`src/rtl/sprite_pkg.sv`:
```
`default_nettype none
// ============================================================================
// Module      : sprite_pkg
// Description : Constants, access encodings and scheduler state type shared
//               by the sprite update scheduler and its sub-blocks.
// Revision    : 1.0 - initial release
// ============================================================================
package sprite_pkg;

    // Bytes per object-table entry; a slot index maps to index*OBJ_BYTES.
    localparam int OBJ_BYTES       = 4;
    // Byte address of the sprite-unit control register.
    localparam int CONTROL_ADDR    = 63;

    // Control register bit positions.
    localparam int BITMAP_WRITE_EN = 0;
    localparam int STAGING_READY   = 1;

    // Sprite-unit access-width encoding on *_write_n / *_read_n.
    localparam logic [1:0] ACC_BYTE = 2'b00;
    localparam logic [1:0] ACC_HALF = 2'b01;
    localparam logic [1:0] ACC_WORD = 2'b10;
    localparam logic [1:0] ACC_NONE = 2'b11;

    typedef enum logic [1:0] {
        ST_IDLE   = 2'd0,
        ST_DRAIN  = 2'd1,
        ST_COMMIT = 2'd2
    } sched_state_e;

    // Byte address of an object-table slot.
    function automatic logic [5:0] slot_addr(input logic [5:0] idx);
        return 6'(idx * 6'(OBJ_BYTES));
    endfunction

endpackage
`default_nettype wire

```
`src/rtl/sprite_update_scheduler_if.sv`:
```
`default_nettype none
// ============================================================================
// Module      : sprite_update_scheduler_if
// Description : Command, host-port and sprite-unit bus signals of the sprite
//               update scheduler. The slave modport is the scheduler's view.
// Revision    : 1.0 - initial release
// ============================================================================
interface sprite_update_scheduler_if #(
    parameter int MAX_SPRITES = 8
) ();
    localparam int IDX_W = $clog2(MAX_SPRITES);

    // Update command stream
    logic             cmd_valid;
    logic             cmd_ready;
    logic [IDX_W-1:0] cmd_index;
    logic [31:0]      cmd_data;

    // Direct host access port
    logic [5:0]       cpu_address;
    logic [31:0]      cpu_data_in;
    logic [1:0]       cpu_write_n;
    logic [1:0]       cpu_read_n;
    logic [31:0]      cpu_data_out;
    logic             cpu_data_ready;
    logic             cpu_busy;

    // Sprite-unit host bus
    logic [5:0]       spr_address;
    logic [31:0]      spr_data_in;
    logic [1:0]       spr_write_n;
    logic [1:0]       spr_read_n;
    logic [31:0]      spr_data_out;
    logic             spr_data_ready;

    modport slave (
        input  cmd_valid, cmd_index, cmd_data,
        output cmd_ready,
        input  cpu_address, cpu_data_in, cpu_write_n, cpu_read_n,
        output cpu_data_out, cpu_data_ready, cpu_busy,
        output spr_address, spr_data_in, spr_write_n, spr_read_n,
        input  spr_data_out, spr_data_ready
    );

    modport master (
        output cmd_valid, cmd_index, cmd_data,
        input  cmd_ready,
        output cpu_address, cpu_data_in, cpu_write_n, cpu_read_n,
        input  cpu_data_out, cpu_data_ready, cpu_busy,
        input  spr_address, spr_data_in, spr_write_n, spr_read_n,
        output spr_data_out, spr_data_ready
    );

endinterface
`default_nettype wire

```
`src/rtl/sprite_cmd_fifo.sv`:
```
`default_nettype none
// ============================================================================
// Module      : sprite_cmd_fifo
// Description : Pending update-command queue. Power-of-two depth, pointer
//               based, with full/empty flags and an occupancy count.
// Revision    : 1.0 - initial release
// ============================================================================
module sprite_cmd_fifo #(
    parameter int WIDTH = 35,
    parameter int DEPTH = 4
) (
    input  wire logic                       clk,
    input  wire logic                       rst_n,
    input  wire logic                       push,
    input  wire logic [WIDTH-1:0]           din,
    input  wire logic                       pop,
    output logic      [WIDTH-1:0]           dout,
    output logic                            full,
    output logic                            empty,
    output logic      [$clog2(DEPTH):0]     count
);
    localparam int AW = $clog2(DEPTH);

    logic [WIDTH-1:0] mem_q [DEPTH];
    logic [AW-1:0]    wr_ptr_q, wr_ptr_d;
    logic [AW-1:0]    rd_ptr_q, rd_ptr_d;
    logic [AW:0]      count_q,  count_d;
    logic             w_do_push;
    logic             w_do_pop;

    // Guard both ports so the pointers can never overrun or underrun.
    always_comb begin
        w_do_push = push && (count_q != (AW+1)'(DEPTH));
        w_do_pop  = pop  && (count_q != '0);
        wr_ptr_d  = wr_ptr_q;
        rd_ptr_d  = rd_ptr_q;
        count_d   = count_q;
        if (w_do_push) wr_ptr_d = wr_ptr_q + 1'b1;
        if (w_do_pop)  rd_ptr_d = rd_ptr_q + 1'b1;
        case ({w_do_push, w_do_pop})
            2'b10:   count_d = count_q + 1'b1;
            2'b01:   count_d = count_q - 1'b1;
            default: count_d = count_q;
        endcase
    end

    // Storage array; contents need no reset because count gates visibility.
    always_ff @(posedge clk) begin
        if (w_do_push) mem_q[wr_ptr_q] <= din;
    end

    // Pointer and occupancy registers.
    always_ff @(posedge clk or negedge rst_n) begin
        if (!rst_n) begin
            wr_ptr_q <= '0;
            rd_ptr_q <= '0;
            count_q  <= '0;
        end else begin
            wr_ptr_q <= wr_ptr_d;
            rd_ptr_q <= rd_ptr_d;
            count_q  <= count_d;
        end
    end

    assign dout  = mem_q[rd_ptr_q];
    assign full  = (count_q == (AW+1)'(DEPTH));
    assign empty = (count_q == '0);
    assign count = count_q;

endmodule
`default_nettype wire

```
`src/rtl/sprite_update_scheduler.sv`:
```
`default_nettype none
// ============================================================================
// Module      : sprite_update_scheduler
// Description : Queues sprite object-table updates and flushes them to the
//               sprite unit as one batch (word writes + control commit) when
//               the unit requests staging or the host asks for a commit.
//               While idle the host port passes straight through.
// Revision    : 1.0 - initial release
// ============================================================================
module sprite_update_scheduler #(
    parameter int MAX_SPRITES  = 8,
    parameter int FIFO_DEPTH   = 4,
    parameter int CONTROL_ADDR = sprite_pkg::CONTROL_ADDR
) (
    input  wire logic                  clk,
    input  wire logic                  rst_n,
    sprite_update_scheduler_if.slave   bus,
    input  wire logic                  commit_req,
    input  wire logic                  user_interrupt,
    input  wire logic                  bitmap_wr_en,
    output logic      [7:0]            underrun_count,
    output logic      [7:0]            batch_count
);
    import sprite_pkg::*;

    localparam int IDX_W = $clog2(MAX_SPRITES);
    localparam int CNT_W = $clog2(FIFO_DEPTH) + 1;
    localparam int FW    = IDX_W + 32;

    sched_state_e     state_q, state_d;
    logic [CNT_W-1:0] remain_q, remain_d;
    logic [5:0]       spr_addr_q, spr_addr_d;
    logic [31:0]      spr_wdata_q, spr_wdata_d;
    logic [1:0]       spr_wr_n_q, spr_wr_n_d;
    logic [1:0]       spr_rd_n_q, spr_rd_n_d;
    logic [7:0]       underrun_q, underrun_d;
    logic [7:0]       batch_q, batch_d;

    logic             w_full;
    logic             w_empty;
    logic [CNT_W-1:0] w_count;
    logic [FW-1:0]    w_fifo_dout;
    logic             w_pop;
    logic             w_push;
    logic [IDX_W-1:0] w_head_idx;
    logic [31:0]      w_head_data;
    logic             w_trigger;
    logic [31:0]      w_ctrl_word;

    assign w_push      = bus.cmd_valid && !w_full;
    assign w_head_idx  = w_fifo_dout[FW-1:32];
    assign w_head_data = w_fifo_dout[31:0];
    assign w_trigger   = (user_interrupt || commit_req) && !w_empty;

    sprite_cmd_fifo #(
        .WIDTH (FW),
        .DEPTH (FIFO_DEPTH)
    ) u_fifo (
        .clk   (clk),
        .rst_n (rst_n),
        .push  (w_push),
        .din   ({bus.cmd_index, bus.cmd_data}),
        .pop   (w_pop),
        .dout  (w_fifo_dout),
        .full  (w_full),
        .empty (w_empty),
        .count (w_count)
    );

    // Control byte: staging-ready set, bitmap write enable preserved.
    always_comb begin
        w_ctrl_word                  = '0;
        w_ctrl_word[STAGING_READY]   = 1'b1;
        w_ctrl_word[BITMAP_WRITE_EN] = bitmap_wr_en;
    end

    // Next-state, batch sequencing and the registered sprite-bus values.
    // The bus registers are loaded one cycle ahead of the cycle they drive.
    always_comb begin
        state_d     = state_q;
        remain_d    = remain_q;
        spr_addr_d  = spr_addr_q;
        spr_wdata_d = spr_wdata_q;
        spr_wr_n_d  = spr_wr_n_q;
        spr_rd_n_d  = spr_rd_n_q;
        underrun_d  = underrun_q;
        batch_d     = batch_q;
        w_pop       = 1'b0;
        case (state_q)
            ST_IDLE: begin
                if (w_trigger) begin
                    // Batch size is frozen here; later pushes wait.
                    state_d     = ST_DRAIN;
                    remain_d    = w_count - 1'b1;
                    w_pop       = 1'b1;
                    spr_addr_d  = slot_addr(6'(w_head_idx));
                    spr_wdata_d = w_head_data;
                    spr_wr_n_d  = ACC_WORD;
                    spr_rd_n_d  = ACC_NONE;
                end else if (user_interrupt && !commit_req && w_empty
                             && underrun_q != 8'hFF) begin
                    underrun_d = underrun_q + 8'd1;
                end
            end
            ST_DRAIN: begin
                if (remain_q != '0) begin
                    remain_d    = remain_q - 1'b1;
                    w_pop       = 1'b1;
                    spr_addr_d  = slot_addr(6'(w_head_idx));
                    spr_wdata_d = w_head_data;
                    spr_wr_n_d  = ACC_WORD;
                end else begin
                    state_d     = ST_COMMIT;
                    spr_addr_d  = 6'(CONTROL_ADDR);
                    spr_wdata_d = w_ctrl_word;
                    spr_wr_n_d  = ACC_BYTE;
                end
            end
            ST_COMMIT: begin
                state_d     = ST_IDLE;
                spr_addr_d  = '0;
                spr_wdata_d = '0;
                spr_wr_n_d  = ACC_NONE;
                spr_rd_n_d  = ACC_NONE;
                batch_d     = batch_q + 8'd1;
            end
            default: begin
                state_d    = ST_IDLE;
                spr_wr_n_d = ACC_NONE;
                spr_rd_n_d = ACC_NONE;
            end
        endcase
    end

    // Scheduler state, counters and registered bus drive.
    always_ff @(posedge clk or negedge rst_n) begin
        if (!rst_n) begin
            state_q     <= ST_IDLE;
            remain_q    <= '0;
            spr_addr_q  <= '0;
            spr_wdata_q <= '0;
            spr_wr_n_q  <= ACC_NONE;
            spr_rd_n_q  <= ACC_NONE;
            underrun_q  <= '0;
            batch_q     <= '0;
        end else begin
            state_q     <= state_d;
            remain_q    <= remain_d;
            spr_addr_q  <= spr_addr_d;
            spr_wdata_q <= spr_wdata_d;
            spr_wr_n_q  <= spr_wr_n_d;
            spr_rd_n_q  <= spr_rd_n_d;
            underrun_q  <= underrun_d;
            batch_q     <= batch_d;
        end
    end

    // Bus ownership: host passes through only while idle.
    always_comb begin
        bus.cpu_data_out   = '0;
        bus.cpu_data_ready = 1'b0;
        bus.spr_address    = spr_addr_q;
        bus.spr_data_in    = spr_wdata_q;
        bus.spr_write_n    = spr_wr_n_q;
        bus.spr_read_n     = spr_rd_n_q;
        if (state_q == ST_IDLE) begin
            bus.spr_address    = bus.cpu_address;
            bus.spr_data_in    = bus.cpu_data_in;
            bus.spr_write_n    = bus.cpu_write_n;
            bus.spr_read_n     = bus.cpu_read_n;
            bus.cpu_data_out   = bus.spr_data_out;
            bus.cpu_data_ready = bus.spr_data_ready;
        end
    end

    assign bus.cpu_busy  = (state_q != ST_IDLE);
    assign bus.cmd_ready = !w_full;
    assign underrun_count = underrun_q;
    assign batch_count    = batch_q;

endmodule
`default_nettype wire

```
`src/flat_wrapper.sv`:
```
// flat-port wrapper written by rule: the top's interface ports become plain ports
module sprite_update_scheduler_flat import sprite_pkg::*;
#(
    parameter int MAX_SPRITES  = 8,
    parameter int FIFO_DEPTH   = 4,
    parameter int CONTROL_ADDR = sprite_pkg::CONTROL_ADDR
)
  (clk, rst_n, commit_req, user_interrupt, bitmap_wr_en, underrun_count, batch_count, bus_cmd_valid, bus_cmd_index, bus_cmd_data, bus_cmd_ready, bus_cpu_address, bus_cpu_data_in, bus_cpu_write_n, bus_cpu_read_n, bus_cpu_data_out, bus_cpu_data_ready, bus_cpu_busy, bus_spr_address, bus_spr_data_in, bus_spr_write_n, bus_spr_read_n, bus_spr_data_out, bus_spr_data_ready);
  sprite_update_scheduler_if #(.MAX_SPRITES(MAX_SPRITES)) bus_i ();
  input  wire logic clk;
  input  wire logic rst_n;
  input  wire logic commit_req;
  input  wire logic user_interrupt;
  input  wire logic bitmap_wr_en;
  output logic      [7:0] underrun_count;
  output logic      [7:0] batch_count;
  input wire logic [$bits(bus_i.cmd_valid)-1:0] bus_cmd_valid;
  input wire logic [$bits(bus_i.cmd_index)-1:0] bus_cmd_index;
  input wire logic [$bits(bus_i.cmd_data)-1:0] bus_cmd_data;
  output wire logic [$bits(bus_i.cmd_ready)-1:0] bus_cmd_ready;
  input wire logic [$bits(bus_i.cpu_address)-1:0] bus_cpu_address;
  input wire logic [$bits(bus_i.cpu_data_in)-1:0] bus_cpu_data_in;
  input wire logic [$bits(bus_i.cpu_write_n)-1:0] bus_cpu_write_n;
  input wire logic [$bits(bus_i.cpu_read_n)-1:0] bus_cpu_read_n;
  output wire logic [$bits(bus_i.cpu_data_out)-1:0] bus_cpu_data_out;
  output wire logic [$bits(bus_i.cpu_data_ready)-1:0] bus_cpu_data_ready;
  output wire logic [$bits(bus_i.cpu_busy)-1:0] bus_cpu_busy;
  output wire logic [$bits(bus_i.spr_address)-1:0] bus_spr_address;
  output wire logic [$bits(bus_i.spr_data_in)-1:0] bus_spr_data_in;
  output wire logic [$bits(bus_i.spr_write_n)-1:0] bus_spr_write_n;
  output wire logic [$bits(bus_i.spr_read_n)-1:0] bus_spr_read_n;
  input wire logic [$bits(bus_i.spr_data_out)-1:0] bus_spr_data_out;
  input wire logic [$bits(bus_i.spr_data_ready)-1:0] bus_spr_data_ready;
  assign bus_i.cmd_valid = bus_cmd_valid;
  assign bus_i.cmd_index = bus_cmd_index;
  assign bus_i.cmd_data = bus_cmd_data;
  assign bus_cmd_ready = bus_i.cmd_ready;
  assign bus_i.cpu_address = bus_cpu_address;
  assign bus_i.cpu_data_in = bus_cpu_data_in;
  assign bus_i.cpu_write_n = bus_cpu_write_n;
  assign bus_i.cpu_read_n = bus_cpu_read_n;
  assign bus_cpu_data_out = bus_i.cpu_data_out;
  assign bus_cpu_data_ready = bus_i.cpu_data_ready;
  assign bus_cpu_busy = bus_i.cpu_busy;
  assign bus_spr_address = bus_i.spr_address;
  assign bus_spr_data_in = bus_i.spr_data_in;
  assign bus_spr_write_n = bus_i.spr_write_n;
  assign bus_spr_read_n = bus_i.spr_read_n;
  assign bus_i.spr_data_out = bus_spr_data_out;
  assign bus_i.spr_data_ready = bus_spr_data_ready;
  sprite_update_scheduler #(.MAX_SPRITES(MAX_SPRITES), .FIFO_DEPTH(FIFO_DEPTH), .CONTROL_ADDR(CONTROL_ADDR)) u_core (.clk(clk), .rst_n(rst_n), .bus(bus_i), .commit_req(commit_req), .user_interrupt(user_interrupt), .bitmap_wr_en(bitmap_wr_en), .underrun_count(underrun_count), .batch_count(batch_count));
endmodule
```
`config.mk`:
```
export PLATFORM = sky130hd
export DESIGN_NAME = sprite_update_scheduler_flat
export DESIGN_NICKNAME = d
export VERILOG_FILES = /design/src/rtl/sprite_pkg.sv /design/src/rtl/sprite_update_scheduler_if.sv /design/src/rtl/sprite_cmd_fifo.sv /design/src/rtl/sprite_update_scheduler.sv /design/src/flat_wrapper.sv
export SDC_FILE = /design/constraint.sdc
export NUM_CORES = 1
export LEC_CHECK = 0
export CAP_MARGIN = 30
export CORE_MARGIN = 8
export CORE_UTILIZATION = 47
export CTS_BUF_LIST = sky130_fd_sc_hd__clkbuf_4 sky130_fd_sc_hd__clkbuf_8
export DETAILED_ROUTE_END_ITERATION = 12
export GPL_TIMING_DRIVEN = 0
export MAX_ROUTING_LAYER = met4
export PLACE_DENSITY = 0.79
export SETUP_SLACK_MARGIN = 0.5
export SYNTH_ARGS = -nofsm -noshare
export SYNTH_HDL_FRONTEND = slang
export SYNTH_HIERARCHICAL = 1
export SYNTH_SLANG_ARGS = --single-unit
```
`constraint.sdc`:
```
create_clock -name clk -period 2.52 [get_ports clk]
set_clock_uncertainty 0.2 [all_clocks]
set_input_delay 0.252 -clock clk [delete_from_list [all_inputs] [get_ports clk]]
set_output_delay 0.252 -clock clk [all_outputs]
set_load 0.05 [all_outputs]
```
Word-level counts from Yosys, hierarchy flattened
Memory sizes are Yosys's and may differ from the RTL's.
Index checks and enable logic that the tools add are counted.
{"block": "word_totals", "mem_bits_rw": 140, "latch_bits": 0, "register_bits": 70, "out_inout_bits": 93, "mem_bits_ro": 0, "word_cells": 84, "n_memories": 1}
{"name": "u_core.u_fifo.mem_q", "depth": 4, "width": 35, "rd": 1, "rd_ports_with_merged_regs": 0, "wr": 1, "line_no": "sprite_cmd_fifo.sv:24", "rtl": "logic [WIDTH-1:0] mem_q [DEPTH];"}
{"block": "classes", "n_addsub": 7, "multipliers": 0, "n_div": 0, "bitwise": 2, "muxes": 29, "shifts": 0, "order_cmp": 0, "n_eq_ne": 10, "reduce_logical": 24}
{"cell": "$mux 32", "count": 4}
{"cell": "$pmux 32 s3", "count": 1}
{"cell": "$mux 6", "count": 3}
{"cell": "$pmux 6 s3", "count": 1}
{"cell": "$add 8x1->8 const B", "count": 2}
{"cell": "$mux 2", "count": 7}
{"cell": "$pmux 2 s2", "count": 3}
{"cell": "$pmux 3 s2", "count": 2}
{"cell": "$reduce_bool 3->1", "count": 3}
{"cell": "$ne 8x8->1 const B", "count": 1}
{"cell": "$logic_and 1x1->1", "count": 7}
{"cell": "$mux 3", "count": 2}
{"cell": "$reduce_and 2->1", "count": 3}
{"cell": "$reduce_and 3->1", "count": 2}
{"cell": "$reduce_bool 2->1", "count": 3}
{"cell": "$sub 3x1->3 const B", "count": 2}
{"cell": "$mux 1", "count": 5}
{"cell": "$add 2x1->2 const B", "count": 2}
{"cell": "$eq 2x1->1 const B", "count": 2}
{"cell": "$eq 2x2->1 const B", "count": 2}
{"cell": "$ne 2x1->1 const B", "count": 2}
{"cell": "$add 3x1->3 const B", "count": 1}
{"cell": "$eq 3x3->1 const B", "count": 1}
{"cell": "$logic_not 1->1", "count": 3}
{"cell": "7 further kinds", "count": 8}

Logic depth before layout (Yosys ltp)
{"block": "depth", "ltp_word": 8, "mapped_depth": 13}

Hierarchy
Netlist, hierarchy kept.
{"mod": "sprite_cmd_fifo", "cells_each": 220, "instances": 1, "seq_area_each_um2": 4379.2, "area_per_inst_um2": 5531.6}
{"mod": "sprite_update_scheduler", "cells_each": 292, "instances": 1, "seq_area_each_um2": 1478.9, "area_per_inst_um2": 3306.9}

Worst setup path before layout
OpenSTA, ideal clock, no wires.
{"block": "synth_path", "path_kind": "register to register", "startpoint": "register u_core.state_q[0]", "endpoint": "register u_core.u_fifo.count_q[2], in the netlist u_core/u_fifo/count[2]", "setup_slack_ns": -0.406, "t_arrival_ns": 2.647, "path_stages_with_launch": 14, "period_less_slack_ns": 2.926, "cell_sequence": "dfrtp_1 -> inv_1 -> ha_1 -> buf_4 -> buf_2 -> inv_1 -> o21ai_0 -> o31a_1 -> ha_1 -> inv_1 -> fa_1 -> xor2_1 -> nor2_1 -> xor2_1"}
{"block": "synth_via", "elab_chain_len": 5, "word_cells_on_any_way": 8, "cone_classes": "eq/ne (3); mux (2); reduce/logical (3)"}
{"item": "from (decl)", "line_no": "sprite_update_scheduler.sv:30", "rtl": "sched_state_e state_q, state_d;"}
{"item": "from (signal assigned)", "line_no": "sprite_update_scheduler.sv:147", "rtl": "state_q <= state_d;"}
{"item": "$eq 2x1->1 or $logic_not 2->1 (tied branches)", "line_no": "sprite_update_scheduler.sv:89", "rtl": "case (state_q)"}
{"item": "$pmux 1 s2 *", "line_no": "sprite_update_scheduler.sv:89"}
{"item": "named net u_core.w_pop", "line_no": "sprite_update_scheduler.sv:43", "rtl": "logic w_pop;"}
{"item": "$logic_and 1x1->1 *", "line_no": "sprite_cmd_fifo.sv:34", "rtl": "w_do_pop = pop && (count_q != '0);"}
{"item": "named net u_core.u_fifo.w_do_pop", "line_no": "sprite_cmd_fifo.sv:29", "rtl": "logic w_do_pop;"}
{"item": "$eq 2x1->1 or $eq 2x2->1 (tied branches)", "line_no": "sprite_cmd_fifo.sv:40", "rtl": "case ({w_do_push, w_do_pop})"}
{"item": "$pmux 3 s2 or $reduce_bool 2->1 (tied branches)"}
{"item": "to (signal assigned)", "line_no": "sprite_cmd_fifo.sv:61", "rtl": "count_q <= count_d;"}
{"item": "to (decl)", "line_no": "sprite_cmd_fifo.sv:27", "rtl": "logic [AW:0] count_q, count_d;"}
The timed path passes the listed nets; every way through them passes the cells marked *.
A chain may end at the register's enable or synchronous reset.

Worst setup path in the final report
{"block": "layout_path", "startpoint": "register u_core.state_q[0]", "endpoint": "output bus_spr_data_in[27]"}
{"block": "layout_via", "elab_chain_len": 2}
{"item": "$logic_not 2->1", "line_no": "sprite_update_scheduler.sv:166", "rtl": "if (state_q == ST_IDLE) begin"}
{"item": "$mux 32", "line_no": "sprite_update_scheduler.sv:166"}
{"item": "to (decl)", "line_no": "flat_wrapper.sv:29", "rtl": "output wire logic [$bits(bus_i.spr_data_in)-1:0] bus_spr_data_in;"}
Every way passes these cells.

==> metrics list <==
- In this run the power spent charging and discharging nets is 8560 uW.
* Most used flip-flop cell after synthesis: sky130_fd_sc_hd__edfxtp_1
- Clock latency on the worst-skew pair, taken at its later pin, is 0.57 ns.
- Headroom to the max-slew limit came out at 64.7%.
* Post-synthesis sequential area ratio: 66.3%
- Routing usage on met1: 24.2%
- The number of global-route vias before repair was 6,383.
- The worst setup path is launched from a flop.
- In this run the cell area measured after placement is 11,300 sq um.
- Post-layout instance area: 14,100 sq um
* Most common cell after layout, fill and taps aside: sky130_fd_sc_hd__edfxtp_1
* Part of the cycle the worst path needs: 104%
- In the routed design, unresolved DRC markers number 0.
- Nets: 969
- The average instance in the mapped netlist occupies 17.3 sq um.
- Via count of the routed design: 6,097
- For this run, global-route usage on met2 was measured as 35.3%.
* Worst endpoint required time: 2.07 ns
* Floorplan core area: 18,600 sq um
* Area overhead of the layout relative to synthesis: 59.1%
* Met3 Resource Use GR: 4.54%
- Largest net degree at the start of global routing: 67
- In the global route stage, overall resource usage came out at 20.6%.
* Cell type of the slowest stage on the worst timing path: sky130_fd_sc_hd__dfrtp_1
- Dividing total power by cell area gives a power density of 1550 nW/um^2.
- The completed layout was analyzed and its total power is 21,800 uW.
- In this run the core area contains 50 standard-cell rows.
* Flip-flop and latch count after synthesis: 206
- In this run the number of H-tree levels came out at 1.
- Area contributors post-synth: sky130_fd_sc_hd__edfxtp_1 48%, sky130_fd_sc_hd__dfrtp_1 18%, sky130_fd_sc_hd__mux4_2 7.1%, sky130_fd_sc_hd__mux2_2 4.8%, sky130_fd_sc_hd__a22o_1 3.0%
- Dividing the detail-routed via count by the number of cells gives 5.53.
- Max stage delay on crit path: 0.39 ns
* Number of hold violations in the final report: 0
- After detailed routing, the total wire length is 26,400 microns.
- 209 I/O pins were placed.
- The initial utilization of the core area, before any placement, comes to 47.6%.
* Minimum clock period: 2.62 ns
* Iter 0 DRT Violations: 322
- After layout, the worst setup slack is -0.103 ns.
* Count of final max-slew check failures: 0
- Most Crowded Layer GR: met2
- Post-CTS clock slew at the launch and capture registers of the worst setup and hold paths: 0.06 ns
- Relative contribution of the clock network to total power: 12.8%
* Routed wire length per instance: 23.9 microns
- Sequence of cells on the critical path: inv_2 > ha_4 > buf_12 > buf_12 > buf_4 > buf_6 > mux2_4 > buf_8
- The final reports fail on negative setup slack.
- From bottom edge to top edge, the die measures 153 microns.
- Summed over all nets, the half-perimeter wirelength after detailed placement is 14,700 microns.
* GR Overflow Total: 0
* Number of cell instances on the worst register-to-register path: 13
* Number of distinct standard cells referenced by the synthesized netlist: 54
* Buffers from clock root to sink, at most: 3
* Count of buffers inserted at the top-level ports: 208
- IR drop worst, VDD: 0.00112 V
- The first TritonRoute pass finished after 5 iterations.
- Along the worst path, the maximum fanout reaches 3.
- The congestion estimate from routability-driven global placement came to 0.846.
- Antenna viol nets, final: 0
- Kind of critical path: flop to output port
* Critical path's most frequent cell: sky130_fd_sc_hd__buf_12
* Syn Std Cell Area: 8840 sq um
- In this run switching power makes up 39.2% of total power.
- Based on the critical path, the design can be clocked at up to 0.381 GHz.
- Initial antenna violation count: 3
- Warning count from the yosys run: 6
- LEAKAGE: 0.00574 uW
- Counting flops with an async set or reset pin after synthesis yields a share of 32.0%.
* Category of the worst setup path capture point: output port
* Share of the synthesized area in the top cell type: 47.6%
* Clock root buffer: sky130_fd_sc_hd__clkbuf_8
- Registers are responsible for 23.6% of the overall power.
* Setup violations, final: 47
* Post-synthesis instance total: 512
* Run status: complete, but fails checks
- Internal power comes to 13,300 uW.
- Horizontal extent of the die: 153 microns
- For the pin with the worst max-slew slack, the measured transition is 0.531 ns.
- Die area: 23,400 sq um
* Comb power frac: 63.6%
- TritonCTS built the clock tree.
* Worst hold path class: input port to asynchronous set/reset pin
* Number of maximum-capacitance constraint violations: 0
- The number of nets in the synthesized netlist is 641.
- In the layout the commonest cells are 140 x sky130_fd_sc_hd__edfxtp_1, 114 x sky130_fd_sc_hd__clkdlybuf4s50_1, 85 x sky130_fd_sc_hd__buf_8, 62 x sky130_fd_sc_hd__dfrtp_1, 41 x sky130_fd_sc_hd__and2_4.
- Clock net sink count: 206
- The first global-routing pass estimated 36,600 microns of wire.
* Number of enable-type register cells in the synthesized netlist: 140
- Setup repair after global routing missed its margin: true
* Biggest area consumer among synthesized cells: sky130_fd_sc_hd__edfxtp_1
- TritonCTS created 31 clock buffers.
* Worst Path Arrival: 2.17 ns
* Layout cell share with drive strength beyond 1: 47.7%
==> critical path, delay by kind of cell, from the launching register on <==
family	cells	cell delay [ns]
buf+inv	6	0.73
flops	1	0.39
mux	1	0.30
fa+ha+maj	1	0.17
==> registers in the layout, indices dropped and copies added (netlist names) <==
signal                  cells
u_core/u_fifo/mem_q       140
u_core/batch_count          8
u_core/u_fifo/rd_ptr_q      2
u_core/u_fifo/count         3
u_core/u_fifo/wr_ptr_q      2
u_core/remain_q             3
u_core/underrun_count       8
u_core/spr_wr_n_q           2
u_core/state_q              2
u_core/spr_wdata_q         32
u_core/spr_addr_q           4
==> synthesized netlist by cell type (2+ instances only) <==
library cell,n
sky130_fd_sc_hd__edfxtp_1,140
sky130_fd_sc_hd__dfrtp_1,64
sky130_fd_sc_hd__and2_1,39
sky130_fd_sc_hd__mux2_2,38
sky130_fd_sc_hd__a22o_1,30
sky130_fd_sc_hd__mux4_2,28
sky130_fd_sc_hd__nand2_1,21
sky130_fd_sc_hd__buf_2,14
sky130_fd_sc_hd__inv_1,13
sky130_fd_sc_hd__ha_1,12
sky130_fd_sc_hd__xnor2_1,11
sky130_fd_sc_hd__nor2_1,10
sky130_fd_sc_hd__a21oi_1,7
sky130_fd_sc_hd__mux4_1,7
sky130_fd_sc_hd__nand4_1,7
sky130_fd_sc_hd__xor2_1,7
sky130_fd_sc_hd__buf_6,4
sky130_fd_sc_hd__clkbuf_1,4
sky130_fd_sc_hd__nand2b_1,4
sky130_fd_sc_hd__o21ai_0,4
sky130_fd_sc_hd__o21ai_2,4
sky130_fd_sc_hd__buf_12,3
sky130_fd_sc_hd__mux2i_1,3
sky130_fd_sc_hd__a211oi_2,2
sky130_fd_sc_hd__a21o_1,2
sky130_fd_sc_hd__and3_1,2
sky130_fd_sc_hd__buf_4,2
sky130_fd_sc_hd__dfstp_2,2
sky130_fd_sc_hd__mux2_1,2
sky130_fd_sc_hd__nor3_1,2
==> cell type report <==
type                    count  area (sq um)
diodes                      3          7.51
plain buffers              27           398
clock buffers              51           583
clock inverters             7          61.3
fillers                  1043          4520
inverters                  13          52.6
multi-input cells         270          3250
flip-flops and latches    206          5860
well taps                 234           293
repair buffers            291          3560
==> final timing paths <==
| check | startpoint | endpoint | slack (ns) |
|---|---|---|---|
| hold / removal | rst_n | u_core/spr_wdata_q[29] | 0.05 |
| max in group asynchronous | rst_n | u_core/spr_wr_n_q[1] | 1.75 |
| setup / recovery | u_core/state_q[0] | bus_spr_data_in[27] | -0.10 |
| min in group clk | bus_cmd_data[31] | u_core/u_fifo/mem_q[1][31] | 0.11 |
| hold reg to reg | u_core/batch_count[7] | u_core/batch_count[7] | 0.27 |
| setup reg to reg | u_core/state_q[0] | u_core/u_fifo/count[2] | -0.07 |
==> through the flow <==
| stage | util [%] | cells | hold slack, ns | setup WS [ns] | TNS [ns] |
|---|---|---|---|---|---|
| after floorplan | - | 512 | -0.244 | -0.280 | -0.445 |
| after global placement | 60.8 | 954 | 0.258 | -1.40 | -103.83 |
| after detailed placement | 60.8 | 954 | 0.234 | -0.480 | -18.79 |
| after CTS | 67.9 | 1052 | 0.103 | -0.0668 | -0.729 |
| after global routing | 75.7 | 1102 | 0.0728 | -0.174 | -4.18 |
| final | 75.7 | 1102 | 0.0477 | -0.103 | -1.81 |
==> kinds of logic after synthesis <==
family | count (synthesis) | share of synthesized area (%)
and+or+nand+nor | 94 | 6.24
DFF | 206 | 66.3
adders and majority gates | 13 | 1.93
AOI/OAI and AO/OA | 63 | 6.24
muxes | 78 | 14.7
buffers and inverters | 40 | 2.87
xor gates and xnor gates | 18 | 1.78
==> power groups by stage <==
stage                     Combinational [uW]  Sequential (uW)  Clock [uW]
after floorplan                         6410             5100           0
after global placement                  8930             5090           0
after detailed placement                9150             5150           0
after CTS                              10500             5110        2840
after global routing                   14400             5210        3000
final                                  13900             5140        2800
==> per-layer routing <==
metal,vias up,part of all wire [%]
met5,-,0
met4,0,1.9
met3,34,7.1
met2,311,51
met1,3100,40
li1,2652,-
==> timing repair <==
item                                    4_1_cts  5_1_grt
pin swaps                                    17       17
endpoints found under the setup margin      279      269
endpoints found under the hold margin        64        0
gates cloned                                  7       12
hold buffers                                  1        0
buffers inserted                             32       34
gates resized for setup                     588      260
Note: power is estimated with default switching activity, not from simulation.
